[src/rtl/action_table_if.sv]
`default_nettype none
// +--------------------------------------------------------------------+
// | action_table_if : programming strobes, lookup request and result   |
// | Revision 1.0                                                       |
// +--------------------------------------------------------------------+
interface action_table_if #(
   parameter int ENTRIES  = 16,
   parameter int ACTION_W = 64,
   parameter int IDX_W    = $clog2(ENTRIES),
   parameter int TAG_W    = 8
);
   logic                action_wr_en;
   logic [IDX_W-1:0]    action_wr_addr;
   logic [ACTION_W-1:0] action_wr_data;
   logic                action_wr_default;
   logic [ACTION_W-1:0] action_default_data;

   logic                lkp_valid;
   logic                lkp_ready;
   logic                lkp_hit;
   logic [IDX_W-1:0]    lkp_idx;
   logic [TAG_W-1:0]    lkp_tag;

   logic                act_valid;
   logic                act_ready;
   logic [ACTION_W-1:0] act_data;
   logic                act_hit;
   logic [TAG_W-1:0]    act_tag;

   modport master (
      output action_wr_en, action_wr_addr, action_wr_data,
      output action_wr_default, action_default_data,
      output lkp_valid, lkp_hit, lkp_idx, lkp_tag,
      input  lkp_ready,
      input  act_valid, act_data, act_hit, act_tag,
      output act_ready
   );

   modport slave (
      input  action_wr_en, action_wr_addr, action_wr_data,
      input  action_wr_default, action_default_data,
      input  lkp_valid, lkp_hit, lkp_idx, lkp_tag,
      output lkp_ready,
      output act_valid, act_data, act_hit, act_tag,
      input  act_ready
   );
endinterface
`default_nettype wire

[src/rtl/action_table.sv]
`default_nettype none
// +--------------------------------------------------------------------+
// | action_table : programmable action storage with 1-cycle lookup,    |
// | write-first bypass and saturating hit/miss counters                |
// | Revision 1.0                                                       |
// +--------------------------------------------------------------------+
module action_table #(
   parameter int ENTRIES  = 16,
   parameter int ACTION_W = 64,
   parameter int IDX_W    = $clog2(ENTRIES),
   parameter int TAG_W    = 8
) (
   input  wire logic     clk,
   input  wire logic     resetn,
   action_table_if.slave bus,
   output logic [31:0]   hit_count,
   output logic [31:0]   miss_count
);
   localparam logic [IDX_W:0] ENTRIES_L = ENTRIES[IDX_W:0];

   logic [ACTION_W-1:0] entry_q [ENTRIES];
   logic [ACTION_W-1:0] entry_d [ENTRIES];
   logic [ENTRIES-1:0]  valid_q, valid_d;
   logic [ACTION_W-1:0] default_q, default_d;
   logic                act_valid_q, act_valid_d;
   logic [ACTION_W-1:0] act_data_q, act_data_d;
   logic                act_hit_q, act_hit_d;
   logic [TAG_W-1:0]    act_tag_q, act_tag_d;
   logic [31:0]         hit_count_q, hit_count_d;
   logic [31:0]         miss_count_q, miss_count_d;

   logic                lkp_ready;
   logic                accept;
   logic                wr_in_range;
   logic                lkp_in_range;
   logic                res_hit;
   logic [ACTION_W-1:0] res_data;

   always_comb begin
      lkp_ready    = !act_valid_q || bus.act_ready;
      accept       = bus.lkp_valid && lkp_ready;
      wr_in_range  = {1'b0, bus.action_wr_addr} < ENTRIES_L;
      lkp_in_range = {1'b0, bus.lkp_idx} < ENTRIES_L;

      entry_d = entry_q;
      valid_d = valid_q;
      if (bus.action_wr_en && wr_in_range) begin
         entry_d[bus.action_wr_addr] = bus.action_wr_data;
         valid_d[bus.action_wr_addr] = 1'b1;
      end
      default_d = bus.action_wr_default ? bus.action_default_data : default_q;

      // Resolving against the next-state copies gives write-first bypass for free.
      res_hit  = bus.lkp_hit && lkp_in_range && valid_d[bus.lkp_idx];
      res_data = res_hit ? entry_d[bus.lkp_idx] : default_d;

      act_valid_d = act_valid_q;
      act_data_d  = act_data_q;
      act_hit_d   = act_hit_q;
      act_tag_d   = act_tag_q;
      if (accept) begin
         act_valid_d = 1'b1;
         act_data_d  = res_data;
         act_hit_d   = res_hit;
         act_tag_d   = bus.lkp_tag;
      end else if (act_valid_q && bus.act_ready) begin
         act_valid_d = 1'b0;
      end

      hit_count_d  = hit_count_q;
      miss_count_d = miss_count_q;
      if (accept) begin
         if (res_hit) begin
            if (hit_count_q != 32'hFFFF_FFFF) hit_count_d = hit_count_q + 32'd1;
         end else begin
            if (miss_count_q != 32'hFFFF_FFFF) miss_count_d = miss_count_q + 32'd1;
         end
      end
   end

   always_ff @(posedge clk or negedge resetn) begin
      if (!resetn) begin
         for (int i = 0; i < ENTRIES; i++) entry_q[i] <= '0;
         valid_q      <= '0;
         default_q    <= '0;
         act_valid_q  <= 1'b0;
         act_data_q   <= '0;
         act_hit_q    <= 1'b0;
         act_tag_q    <= '0;
         hit_count_q  <= '0;
         miss_count_q <= '0;
      end else begin
         entry_q      <= entry_d;
         valid_q      <= valid_d;
         default_q    <= default_d;
         act_valid_q  <= act_valid_d;
         act_data_q   <= act_data_d;
         act_hit_q    <= act_hit_d;
         act_tag_q    <= act_tag_d;
         hit_count_q  <= hit_count_d;
         miss_count_q <= miss_count_d;
      end
   end

   assign bus.lkp_ready = lkp_ready;
   assign bus.act_valid = act_valid_q;
   assign bus.act_data  = act_data_q;
   assign bus.act_hit   = act_hit_q;
   assign bus.act_tag   = act_tag_q;
   assign hit_count     = hit_count_q;
   assign miss_count    = miss_count_q;
endmodule
`default_nettype wire

[src/flat_wrapper.sv]
// flat-port wrapper written by rule: the top's interface ports become plain ports
module action_table_flat 
#(
   parameter int ENTRIES  = 16,
   parameter int ACTION_W = 64,
   parameter int IDX_W    = $clog2(ENTRIES),
   parameter int TAG_W    = 8
)
  (clk, resetn, hit_count, miss_count, bus_action_wr_en, bus_action_wr_addr, bus_action_wr_data, bus_action_wr_default, bus_action_default_data, bus_lkp_valid, bus_lkp_hit, bus_lkp_idx, bus_lkp_tag, bus_lkp_ready, bus_act_valid, bus_act_data, bus_act_hit, bus_act_tag, bus_act_ready);
  action_table_if #(.ENTRIES(ENTRIES), .ACTION_W(ACTION_W), .IDX_W(IDX_W), .TAG_W(TAG_W)) bus_i ();
  input  wire logic clk;
  input  wire logic resetn;
  output logic [31:0] hit_count;
  output logic [31:0] miss_count;
  input wire logic [$bits(bus_i.action_wr_en)-1:0] bus_action_wr_en;
  input wire logic [$bits(bus_i.action_wr_addr)-1:0] bus_action_wr_addr;
  input wire logic [$bits(bus_i.action_wr_data)-1:0] bus_action_wr_data;
  input wire logic [$bits(bus_i.action_wr_default)-1:0] bus_action_wr_default;
  input wire logic [$bits(bus_i.action_default_data)-1:0] bus_action_default_data;
  input wire logic [$bits(bus_i.lkp_valid)-1:0] bus_lkp_valid;
  input wire logic [$bits(bus_i.lkp_hit)-1:0] bus_lkp_hit;
  input wire logic [$bits(bus_i.lkp_idx)-1:0] bus_lkp_idx;
  input wire logic [$bits(bus_i.lkp_tag)-1:0] bus_lkp_tag;
  output wire logic [$bits(bus_i.lkp_ready)-1:0] bus_lkp_ready;
  output wire logic [$bits(bus_i.act_valid)-1:0] bus_act_valid;
  output wire logic [$bits(bus_i.act_data)-1:0] bus_act_data;
  output wire logic [$bits(bus_i.act_hit)-1:0] bus_act_hit;
  output wire logic [$bits(bus_i.act_tag)-1:0] bus_act_tag;
  input wire logic [$bits(bus_i.act_ready)-1:0] bus_act_ready;
  assign bus_i.action_wr_en = bus_action_wr_en;
  assign bus_i.action_wr_addr = bus_action_wr_addr;
  assign bus_i.action_wr_data = bus_action_wr_data;
  assign bus_i.action_wr_default = bus_action_wr_default;
  assign bus_i.action_default_data = bus_action_default_data;
  assign bus_i.lkp_valid = bus_lkp_valid;
  assign bus_i.lkp_hit = bus_lkp_hit;
  assign bus_i.lkp_idx = bus_lkp_idx;
  assign bus_i.lkp_tag = bus_lkp_tag;
  assign bus_lkp_ready = bus_i.lkp_ready;
  assign bus_act_valid = bus_i.act_valid;
  assign bus_act_data = bus_i.act_data;
  assign bus_act_hit = bus_i.act_hit;
  assign bus_act_tag = bus_i.act_tag;
  assign bus_i.act_ready = bus_act_ready;
  action_table #(.ENTRIES(ENTRIES), .ACTION_W(ACTION_W), .IDX_W(IDX_W), .TAG_W(TAG_W)) u_core (.clk(clk), .resetn(resetn), .bus(bus_i), .hit_count(hit_count), .miss_count(miss_count));
endmodule
[config.mk]
export PLATFORM = sky130hd
export DESIGN_NAME = action_table_flat
export DESIGN_NICKNAME = d
export VERILOG_FILES = /design/src/rtl/action_table_if.sv /design/src/rtl/action_table.sv /design/src/flat_wrapper.sv
export SDC_FILE = /design/constraint.sdc
export NUM_CORES = 2
export LEC_CHECK = 0
export CAP_MARGIN = 40
export CORE_ASPECT_RATIO = 0.75
export CORE_MARGIN = 5
export CORE_UTILIZATION = 65
export CTS_CLUSTER_SIZE = 28
export DETAILED_ROUTE_END_ITERATION = 6
export PLACE_DENSITY_LB_ADDON = 0.2
export SYNTH_ARGS = -nofsm -noshare
export SYNTH_HDL_FRONTEND = slang
export SYNTH_SLANG_ARGS = --single-unit
[constraint.sdc]
create_clock -name clk -period 5.5 [get_ports clk]
set_input_delay 1.1 -clock clk [delete_from_list [all_inputs] [get_ports clk]]
set_output_delay 1.1 -clock clk [all_outputs]
set_load 0.05 [all_outputs]
==> qor.txt <==
status: complete, but fails checks
violated checks: design-rule violations
die width: 352 µm
CTS tree: built
unrepaired setup endpoints after global routing: false
#FFs+latches synth: 1242
DP Area: 61100 µm²
vias in the first global route: 43200
crit path launch type: input port
Post-DP HPWL: 101000 µm
Inst Count DP: 5530
final hold viol count: 0
Worst Tran Pin Value: 0.978 ns
global-route wire length before repair: 269000 µm
max cap viols: 0
met2 WL: 78800 µm
Total GRT Usage: 0.374
Port Buf Inserts: 289
Power Dens Cells: 394 nW/µm²
origin of the critical flop-to-flop path: u_core.miss_count[7]
Clock Sinks: 1242
Post-CTS Setup Bufs: 0
worst hold path type: in -> async
Static Leakage: 27.1 nW
clock root cell: clkbuf_16
Post-synth EDFFs: 0
fin cells: 5758
Synth area leaders: dfrtp_1 55%, mux2_2 22%, o221ai_1 6.9%
# DRC: 3
num ports: 290
top layer in use: met5
gpl congestion: 0.836
dominant synthesized flop cell: dfrtp_1
Max-slew headroom: 0.348
Initial Utilization: 0.652
share of layout cells above drive strength 1: 0.320
Pins Over Slew Limit: 0
Synth Warn #: 0
drt total wl: 178000 µm
antenna violations before repair: 17
met3 routed wirelength: 20300 µm
critical path data required time: 6.13 ns
Clock Path Buffers: 3
DRT antenna net count: 0
clock period minus worst slack: 4.09 ns
DRT iter0 DRCs: 5611
clk_skew: 0.0198 ns
Clock Latency Late Sink: 0.71 ns
nets: 4649
design area: 65200 µm²
worst-path cell chain: clkdlybuf4s50_1, and3b_1, a21oi_1, a2111oi_0, a221oi_1, nand4_1, nand3_4, nor2_4, buf_12, a221o_1
Final Core Density: 0.748
largest net degree at the start of global routing: 171
CTS resizes: 0
CTS clk-pin slew, worst paths: 0.06 ns
Post-Syn Area: 56900 µm²
Worst path max stage delay: 0.75 ns
Worst VDD drop: 0.310 mV
Core Region: 87300 µm²
fin worst setup slack: 1.41 ns
FMAX: 244 MHz
fin crit share: 0.744
htree depth: 3
Gate Count Post-Synth: 4435
post-synthesis sequential area ratio: 0.546
Syn Nets: 4588
R2R depth: 8
Fin Setup TNS: 0 ns
Netlist cell types: 56
Synth-to-Final Area Change: 14.7%
die footprint: 93600 µm²
Final setup viols: 0
CP Class: in -> reg
Row Count: 94
worst r2r dst: u_core.miss_count[11]
drt via density: 7.38
r2r setup slk: 2.51 ns
crit end category: register
First-pass DRT Iterations: 7
fill cell count: 5476
CTS buffer count: 116
Remaining Overflow, GRT: 0
drt wl/cell: 30.8 µm
WL met1: 71900 µm
asr flop ratio synth: 1.00
Worst EP arrival: 4.72 ns
Vias: 42500
Die Ht: 266 µm
pre-CTS worst setup slack: 0.788 ns
Worst path slowest cell: clkdlybuf4s50_1
hold_buf cts: 0
Worst Path Max Fanout: 45
cell taking the most area after synthesis: dfrtp_1
syn_area_per_cell: 12.8 µm²
top-area cell type share of the netlist area: 0.546
## placed cells by master, fill, tap and decap left out, types with 66 or more instances in the layout
cell / n
nor2b_1: 66
o221ai_1: 448
clkdlybuf4s50_1: 283
mux2_2: 1089
nand2b_1: 73
o21ai_0: 129
clkbuf_16: 116
a221o_1: 129
and3_1: 82
buf_4: 97
dfrtp_1: 1242
a21oi_1: 67
nor3_1: 100
## routing by layer
layer / GRT usage / up-vias
li1: - / 17300
met1: 0.546 / 21800
met2: 0.546 / 2841
met3: 0.101 / 525
met4: 0.133 / 12
met5: 0 / -
## flip-flops by register name, indices dropped and copies added, names as in the netlist
name,cells
u_core.default_q,64
u_core.valid_q,16
u_core.bus.act_hit,1
u_core.bus.act_tag,8
u_core.bus.act_valid,1
u_core.miss_count,32
u_core.entry_q,1024
u_core.bus.act_data,64
u_core.hit_count,32
## cells in the mapped netlist, drive strengths merged, types with 5 or more instances
master / instances
a21oi: 67
a221o: 129
a221oi: 65
a31oi: 65
and2: 6
and3: 84
and4: 9
buf: 39
clkbuf: 436
dfrtp: 1242
inv: 12
mux2: 1090
nand2: 55
nand2b: 79
nand3: 27
nand3b: 5
nand4: 19
nor2: 20
nor2b: 66
nor3: 101
nor3b: 5
nor4: 6
nor4b: 5
o211ai: 65
o21ai: 135
o221ai: 448
o22ai: 64
or2: 11
xnor2: 20
xor2: 44
## critical path: cells and delay by family
family          cells  cell delay, ns
simple gates        4            1.51
compound gates      4            1.00
buf+inv             2            1.07
## final cells by class
class | instances | area, µm² | share of cell area
antenna | 11 | 27.5 | 0.000422
clock buffer | 180 | 3520 | 0.0540
clock inverter | 37 | 547 | 0.00838
inverter | 12 | 52.6 | 0.000805
multi-input combinational | 2706 | 24200 | 0.371
sequential | 1242 | 31100 | 0.476
tap | 1152 | 1440 | 0.0221
timing repair buffer | 418 | 4340 | 0.0665
## where the power goes
| group | internal, W | switching (W) | total [W] |
|---|---|---|---|
| combinational | 0.00237 | 0.00257 | 0.00494 |
| sequential | 0.0111 | 0.00115 | 0.0123 |
| clock | 0.00493 | 0.00360 | 0.00853 |
## stage by stage
step                      total power, W  hold slack (ns)
after floorplan                   0.0153            0.411
after global placement            0.0169            0.438
after detailed placement          0.0172            0.440
after CTS                         0.0256            0.465
after global routing              0.0266            0.476
final                             0.0257            0.434
## cell families after synthesis
kind of cell | count (synthesis) | share of synthesized area
adder cells (fa/ha/maj) | 2 | 0.000440
flip-flops | 1242 | 0.546
multiplexers | 1090 | 0.216
XOR/XNOR | 64 | 0.00985
buffers and inverters | 487 | 0.0328
AND/OR/NAND/NOR | 505 | 0.0516
AO/OA/AOI/OAI | 1045 | 0.143
## how the worst max path moves through the flow
stage,end,depth (start not counted),from
finish,u_core.bus.act_data[15],10,bus_action_wr_addr[2]
global route,u_core.bus.act_data[28],10,bus_action_wr_addr[2]
CTS,u_core.bus.act_data[28],10,bus_action_wr_addr[2]
detailed placement,u_core.bus.act_data[48],10,bus_action_wr_addr[2]
global placement,u_core.bus.act_data[59],10,bus_action_wr_addr[2]
floorplan,u_core.miss_count[29],11,bus_action_wr_en
(Power assumes the default switching activity.)
